<file path="src/rtl/pc_fetch_unit.sv">
// Program counter and fetch-address generator feeding a combinational instruction memory.
// Optional build macro PC_WRAP_EN: sequential fetch past the end of memory wraps to 0 instead of faulting.
module pc_fetch_unit #(
  parameter int unsigned      WIDTH      = 32,
  parameter logic [WIDTH-1:0] RESET_PC   = '0,
  parameter int unsigned      IMEM_BYTES = 1024,
  parameter int unsigned      CNT_W      = 16
) (
  input  logic             clk,
  input  logic             rst_n,
  input  logic             stall,
  input  logic             branchTaken,
  input  logic [WIDTH-1:0] branchTarget,
  input  logic             jumpEn,
  input  logic [WIDTH-1:0] jumpTarget,
  output logic [WIDTH-1:0] readAddr,
  output logic [WIDTH-1:0] pcPlus4,
  output logic             fetchValid,
  output logic             halted,
  output logic [1:0]       faultCause,
  output logic [CNT_W-1:0] fetchCount
);

  localparam logic [1:0] ST_BOOT = 2'd0;
  localparam logic [1:0] ST_RUN  = 2'd1;
  localparam logic [1:0] ST_HALT = 2'd2;

  localparam logic [1:0] FC_NONE     = 2'b00;
  localparam logic [1:0] FC_MISALIGN = 2'b01;
  localparam logic [1:0] FC_RANGE    = 2'b10;

  // One extra bit so the limit stays representable even when it equals 2^WIDTH.
  localparam logic [WIDTH:0] IMEM_LIMIT = (WIDTH+1)'(IMEM_BYTES);

`ifdef PC_WRAP_EN
  localparam bit WRAP_EN = 1'b1;
`else
  localparam bit WRAP_EN = 1'b0;
`endif

  logic [1:0]       state;
  logic [WIDTH-1:0] pc;
  logic [1:0]       cause;
  logic [CNT_W-1:0] count;

  logic [WIDTH-1:0] cand;
  logic [WIDTH-1:0] next_pc;
  logic             seq_sel;
  logic             misaligned;
  logic             out_of_range;
  logic [1:0]       fault;

  assign pcPlus4 = pc + WIDTH'(4);

  // Candidate selection and fault classification; stall is applied in the register stage.
  always_comb begin
    seq_sel = 1'b0;
    if (jumpEn) begin
      cand = jumpTarget;
    end else if (branchTaken) begin
      cand = branchTarget;
    end else begin
      cand    = pcPlus4;
      seq_sel = 1'b1;
    end

    misaligned   = (cand[1:0] != 2'b00);
    out_of_range = ({1'b0, cand} >= IMEM_LIMIT);

    next_pc = cand;
    fault   = FC_NONE;
    if (misaligned) begin
      fault = FC_MISALIGN;
    end else if (out_of_range) begin
      if (WRAP_EN && seq_sel) begin
        next_pc = '0;
      end else begin
        fault = FC_RANGE;
      end
    end
  end

  always_ff @(posedge clk) begin
    if (!rst_n) begin
      state <= ST_BOOT;
      pc    <= RESET_PC;
      cause <= FC_NONE;
      count <= '0;
    end else begin
      case (state)
        ST_BOOT: state <= ST_RUN;
        ST_RUN: begin
          if (!stall) begin
            if (fault != FC_NONE) begin
              state <= ST_HALT;
              cause <= fault;
            end else begin
              pc <= next_pc;
              if (count != '1) begin
                count <= count + CNT_W'(1);
              end
            end
          end
        end
        ST_HALT: state <= ST_HALT;
        default: state <= ST_HALT;
      endcase
    end
  end

  assign readAddr   = pc;
  assign fetchValid = (state == ST_RUN);
  assign halted     = (state == ST_HALT);
  assign faultCause = cause;
  assign fetchCount = count;

  // A live fetch address is always word-aligned and inside the memory.
  a_live_addr_ok: assert property (@(posedge clk) disable iff (!rst_n)
    (state == ST_RUN) |-> (pc[1:0] == 2'b00 && {1'b0, pc} < IMEM_LIMIT));

  a_halt_sticky: assert property (@(posedge clk) disable iff (!rst_n)
    (state == ST_HALT) |=> (state == ST_HALT && $stable(pc) && $stable(cause)));

endmodule

</file>
<file path="config.mk">
export PLATFORM = sky130hd
export DESIGN_NAME = pc_fetch_unit
export DESIGN_NICKNAME = d
export VERILOG_FILES = /design/src/rtl/pc_fetch_unit.sv
export SDC_FILE = /design/constraint.sdc
export NUM_CORES = 1
export LEC_CHECK = 0
export ABC_AREA = 0
export CAP_MARGIN = 20
export CORE_UTILIZATION = 38
export DETAILED_ROUTE_END_ITERATION = 10
export PLACE_DENSITY = 0.76
export SLEW_MARGIN = 20
export SYNTH_ARGS = -nofsm -noshare
export SYNTH_HDL_FRONTEND = slang
export SYNTH_SLANG_ARGS = --single-unit
export TNS_END_PERCENT = 10
</file>
<file path="constraint.sdc">
create_clock -name clk -period 3.4 [get_ports clk]
set_input_delay 0.34 -clock clk [delete_from_list [all_inputs] [get_ports clk]]
set_output_delay 0.34 -clock clk [all_outputs]
set_load 0.1 [all_outputs]
</file>
# After elaboration in Yosys (flattened, before gate mapping)
# Cells that the tools add are included.
# Widths: inputs -> output; s select.
# word_totals
regBits	52
input_bits	69
out_inout_bits	84
wordCells	28
# classes
addsub	2
order_cmp	1
eq_ne	5
mux	7
bitwise_logic	2
reduce_logical	7
# ops
cell	n
$mux 32	2
$add 32x3->32 const B	1
$ge 32x11->1 const B	1
$add 16x1->16 const B	1
$ne 16x16->1 const B	1
$mux 2	4
$reduce_and 3->1	2
$pmux 2 s2	1
$reduce_and 4->1	1
$reduce_bool 2->1	2
$eq 2x1->1 const B	1
$eq 2x2->1 const B	1
$logic_not 2->1	1
$ne 2x1->1 const B	1
$ne 2x2->1 const B	1
$not 1->1	2
$reduce_and 2->1	1

# Longest topological paths before layout
# Gate-level depths: netlist of the first run.
# depth
word_depth	10
mapped_depth	15
mapped_depth_nobuf	10

# Least setup slack after synthesis of the first run
# OpenSTA, ideal clock, no wires.
# synth_path
path_type	register to output
start	register pc[2], in the netlist readAddr[2]
end	output port pcPlus4[26]
t_arrival_ps	5425
required_ps	3060
setup_slack_ps	-2365
stages_incl_launch_ff	6
n_path_buf	1
cell_sequence	dfxtp_1 -> ha_1 -> nand4_1 -> or4_4 -> buf_6 -> o41ai_1
# synth_via
elab_chain_len	1
# synth_lines
element	line_no	text
start: declaration	42	logic [WIDTH-1:0] pc;
start signal: assignment	98	pc <= next_pc;
$add 32x3->32	53	assign pcPlus4 = pc + WIDTH'(4);
end: declaration	17	output logic [WIDTH-1:0] pcPlus4,
# Every way passes these cells.

# Final worst setup path of the first run
# layout_path
start	register pc[3], in the netlist readAddr[3]
end	register count[4], in the netlist fetchCount[4]
# layout_via
elab_chain_len	9
# layout_lines
element	line_no	text
$add 32x3->32	53	
$mux 32	60	end else if (branchTaken) begin
$mux 32	58	if (jumpEn) begin
$ge 32x11->1	68	out_of_range = ({1'b0, cand} >= IMEM_LIMIT);
$mux 2	74	end else if (out_of_range) begin
$mux 2	72	if (misaligned) begin
$reduce_bool 2->1	94	if (fault != FC_NONE) begin
$not 1->1 (no source line)	-	
$reduce_and 4->1 (no source line)	-	
end signal: assignment	100	count <= count + CNT_W'(1);
end: declaration	44	logic [CNT_W-1:0] count;
# Every way passes these cells.
# A chain may end at the register's enable or synchronous reset.

==> results.txt, run 1 <==
The detailed-router iteration count before antenna repair is 4. The global routing usage summed across all routing layers is 26.36%. The commonest non-fill, non-tap cell in the layout is sky130_fd_sc_hd__clkdlybuf4s50_1. The count of cells along the worst hold path is 2. The maximum number of pins on one net before global-route repair is 37.

The growth of design area from synthesis to finish came out at 64.80%. The final worst-path cycle share came out at slightly below 100%. The buffer levels on the longest clock path is 2. Dividing the synthesized area by the synthesized cell count gives just under 8 µm².

The leakage power summed over all cells came out at around 0.0023 µW. The number of levels in the clock H-tree came out at 2. The clock latency reported for the late side of the worst-skew pair came out at 0.31 ns.

The slowest stage of the critical path is the sky130_fd_sc_hd__or4_4 cell. 0 antenna diodes ended up in the layout. The setup slack on the worst flop-to-flop path came out at about 0.13 ns. Once layout is done, the placed cells without fillers occupy roughly 5500 µm². The post-layout minimum cycle time is 3.265 ns. The total design power came out at 1187 µW. The clock share of power is a little under a third. The average wire length per cell after detail routing came out at around 18 µm. From left edge to right edge, the die measures 95.62 µm.

Clock skew on the completed layout was measured at 0.01282 ns. The flow ran to the end, and the final reports show no timing, DRC or antenna violations. The tightest min-delay check is of the reg2reg type. The peak fanout along the critical path is 34. The sequential-to-total area share from yosys stat came out at 31.25%.

Setup repair after global routing left no endpoint under its margin. The overall die height is 95.62 µm. The relative slew slack came out at between 30 and 40%. The register bit total from synthesis is 52. Yosys mapped a number of flops with a built-in enable equal to 0. The number of top-level pins came out at ~150. After clock tree synthesis, the clock-pin slew on the worst setup and hold paths is roughly 0.11 ns.

The area of the multi-input gates came out at ~2300 µm². The weighted congestion reported at the end of routability-driven placement came out at 1.004. Dividing the detail-routed via count by the number of cells gives about 5.6. The library cells used most frequently in the layout, excluding fill and tap cells, are 124 x sky130_fd_sc_hd__clkdlybuf4s50_1, 53 x sky130_fd_sc_hd__buf_4, 33 x sky130_fd_sc_hd__nor2_1. The die covers between 9000 and 10,000 µm². Registers take between 1000 and 1500 µm². The number of nets in the synthesized netlist came out at 492. The total power density per cell area is roughly 220 nW/µm².

The half-perimeter wire length of the detailed placement result is between 9 and 10 mm. The beginning of the worst register-to-register path is readAddr[3]. The post-synth design cell area is 3331 µm².

Cells with a size suffix above 1 make up 22.76% of the layout. The cell type contributing the most total cell area after synthesis is sky130_fd_sc_hd__dfxtp_1. By area the synthesized netlist is led by sky130_fd_sc_hd__dfxtp_1 31%, sky130_fd_sc_hd__mux2i_1 6.0%, sky130_fd_sc_hd__and3_1 5.6%, sky130_fd_sc_hd__nor2_1 3.7%, sky130_fd_sc_hd__nand3_1 3.6%. STA puts the critical path data required time at ~3.6 ns. The number of warnings reported in the yosys synthesis log came out at 0.

The total wire length came out at 12.00 mm. The achievable clock frequency came out at about 310 MHz. The commonest register cell after synthesis is sky130_fd_sc_hd__dfxtp_1. STA classifies the critical path startpoint as a flop. The count of filler cells inserted in the layout is 707.

The worst hold path terminates at fetchCount[9]. The gate count after technology mapping is 421. For the pin with the worst max-slew slack, the measured transition is 1.016 ns. The cell-internal power is about 860 µW.

In this run the most critical hold path is launched from fetchCount[9]. The initial antenna violation count was 0. The number of failing hold endpoints at the final stage came to 0. The via count of the first global-routing pass was 3,770. The placed standard-cell area came out at about 5300 µm².

The worst setup path is captured at a flop. The final setup violation count came out at 0. The total number of placement rows is 33. The post-route DRC violation count is 0.

The number of different library cells used by synthesis comes to 56. The clock tree from TritonCTS is yes. The number of DRC markers after the initial detailed-route iteration came out at 181. The number of nets in the final layout came out at 650.

The depth of the worst register-to-register path came out at 12. Input and output buffers added on the ports amount to between 150 and 200. Once detail routing completed, the nets flagged for antenna violations numbered 0. The aggregate global routing overflow came out at 0.

The worst register-to-register path ends at fetchCount[4]. Per report_power, the sequential group accounts for 51.0% of the total. Data on the critical path arrives at its endpoint at 3.50 ns. The region available for standard cell placement spans ~8300 µm². Of the total power, the share spent switching nets is a little over a quarter.

The count of clock tree sinks is 52. On the worst path, the slowest cell contributes a delay of 0.53 ns. The number of max-slew violations in the final report is 0. The overall via count from detail_route is ~3,900. The worst setup path is of the reg2reg kind. The signal on the critical path passes through ha_4 -> nand4_1 -> or4_4 -> buf_4 -> nor4_4 -> xor2_4 -> o21ai_2 -> o2111ai_2 -> or3_4 -> buf_12 -> or4b_1 -> o21ai_0. The first global-routing pass estimated approximately 19 mm of wire. The async set-reset flop share out of synthesis is 0%. The total net switching power is 325.1 µW. The share of the synthesized area in the top cell type came out at 31.25%.

The highest ir drop seen on vdd is between 0.15 and 0.2 mV. The total of max-cap violations is 0. Once the floorplan was initialized, standard cells occupied about two fifths of the core.

Of the total power, combinational logic draws between 10% and 20%. CTS placed an instance of sky130_fd_sc_hd__clkbuf_8 at the clock tree root. Buffers inserted during clock tree synthesis total 5.
-- registers in the layout, indices dropped and copies added (netlist names) --
register,cells
fetchCount,16
state,2
faultCause,2
readAddr,32
-- how the worst max path moves through the flow --
| stage | depth (start not counted) | to | from | slack (ns) |
|---|---|---|---|---|
| CTS | 12 | fetchCount[4] | readAddr[2] | 0.003 |
| floorplan | 5 | pcPlus4[26] | readAddr[2] | -0.33 |
| global placement | 12 | fetchCount[2] | readAddr[2] | 0.1 |
| global route | 12 | fetchCount[4] | readAddr[3] | 0.001 |
| finish | 12 | fetchCount[4] | readAddr[3] | 0.13 |
| detailed placement | 12 | fetchCount[4] | readAddr[2] | 0.003 |
-- layout make-up --
type,count,share of cell area (%)
Clock buffer,5,1.254
Clock inverter,3,0.3647
Inverter,10,0.6838
Multi-Input combinational cell,325,42.40
Sequential cell,52,20.13
Tap cell,105,2.393
Timing Repair Buffer,185,32.78
-- synthesized netlist by cell type, types with 2 or more instances --
| library cell | count |
|---|---|
| sky130_fd_sc_hd__xnor2_1 | 12 |
| sky130_fd_sc_hd__buf_2 | 9 |
| sky130_fd_sc_hd__o31a_1 | 2 |
| sky130_fd_sc_hd__ha_1 | 2 |
| sky130_fd_sc_hd__or4_1 | 3 |
| sky130_fd_sc_hd__a21oi_1 | 18 |
| sky130_fd_sc_hd__nand4_1 | 12 |
| sky130_fd_sc_hd__mux2i_1 | 20 |
| sky130_fd_sc_hd__dfxtp_1 | 52 |
| sky130_fd_sc_hd__clkbuf_2 | 4 |
| sky130_fd_sc_hd__and4_1 | 5 |
| sky130_fd_sc_hd__or3_1 | 13 |
| sky130_fd_sc_hd__nand3_1 | 24 |
| sky130_fd_sc_hd__and2_1 | 2 |
| sky130_fd_sc_hd__clkbuf_1 | 18 |
| sky130_fd_sc_hd__nor2_1 | 33 |
| sky130_fd_sc_hd__o41ai_1 | 4 |
| sky130_fd_sc_hd__o211a_1 | 2 |
| sky130_fd_sc_hd__nor4_1 | 17 |
| sky130_fd_sc_hd__nor3_1 | 9 |
| sky130_fd_sc_hd__a32oi_1 | 2 |
| sky130_fd_sc_hd__xor2_1 | 13 |
| sky130_fd_sc_hd__o21ai_0 | 21 |
| sky130_fd_sc_hd__buf_4 | 2 |
| sky130_fd_sc_hd__nand2b_1 | 8 |
| sky130_fd_sc_hd__a211oi_1 | 3 |
| sky130_fd_sc_hd__or4_4 | 2 |
| sky130_fd_sc_hd__and3_1 | 30 |
| sky130_fd_sc_hd__nand2_1 | 31 |
| sky130_fd_sc_hd__o31ai_1 | 6 |
| sky130_fd_sc_hd__nor2b_1 | 3 |
| sky130_fd_sc_hd__or2_2 | 6 |
| sky130_fd_sc_hd__inv_1 | 10 |
-- cell families after synthesis --
family	count (synthesis)	synth area share [%]
buffers and inverters	44	5.898
AOI/OAI and AO/OA	72	14.35
DFF	52	31.25
adders and majority gates	2	0.7512
muxes	21	6.349
and+or+nand+nor	205	34.82
xor gates and xnor gates	25	6.574
-- per-stage QoR --
step	hold WS, ns	setup slack (ns)	cells	TNS [ns]	util, %
3_5_place_dp	0.4958	0.002802	672	0	63.65
2_1_floorplan	0.5216	-0.3292	421	-11.58	-
5_1_grt	0.5428	0.001470	685	0	65.81
3_3_place_gp	0.4686	0.09840	672	0	63.65
6_report	0.5178	0.1350	685	0	65.81
4_1_cts	0.5107	0.002569	682	0	65.09
-- layer usage --
| metal | share of wire [%] | GRT usage [%] | up-vias | wire length (µm) |
|---|---|---|---|---|
| met2 | 49 | 47.44 | 169 | 5935 |
| met3 | 7.2 | 3.828 | 15 | 867 |
| li1 | - | - | 1858 | - |
| met4 | 1.5 | 6.716 | 0 | 184 |
| met1 | 42 | 32.66 | 1827 | 5011 |
| met5 | 0 | 0 | - | 0 |
-- power groups by stage --
| stage | logic (µW) | registers [µW] | clock network (µW) |
|---|---|---|---|
| 2_1_floorplan | 81.6 | 635 | 0 |
| 3_3_place_gp | 211 | 620 | 0 |
| 3_5_place_dp | 213 | 620 | 0 |
| 4_1_cts | 215 | 606 | 369 |
| 5_1_grt | 231 | 607 | 399 |
| 6_report | 217 | 606 | 364 |
-- timing repair --
item	in CTS	in global routing
resized for setup	3	7
pin swaps	2	6
hold buffers	0	0
endpoints found under the hold margin	0	0
setup endpoints to repair	3	12
cloned	0	0
buffers inserted	2	3
-- worst max-delay path, delay by kind of cell (launching register included) --
kind	cells	cell delay [ns]
flip-flops	1	0.39
buffers and inverters	2	0.37
adder cells (fa/ha/maj)	1	0.15
AND/OR/NAND/NOR	5	1.78
XOR/XNOR	1	0.14
AO/OA/AOI/OAI	3	0.34
Note: power is estimated with default switching activity, not from simulation.
==> inputs of run 2 (changes only) <==
--- a/config.mk
+++ b/config.mk
@@ -6,9 +6,10 @@
 export NUM_CORES = 1
 export LEC_CHECK = 0
 export ABC_AREA = 0
-export CAP_MARGIN = 20
+export CAP_MARGIN = 10
 export CORE_UTILIZATION = 38
 export DETAILED_ROUTE_END_ITERATION = 10
+export GPL_ROUTABILITY_DRIVEN = 1
 export PLACE_DENSITY = 0.76
 export SLEW_MARGIN = 20
 export SYNTH_ARGS = -nofsm -noshare
==> results of run 2 <==
No change in the layout: final DEF, timing and power equal those of run 1.
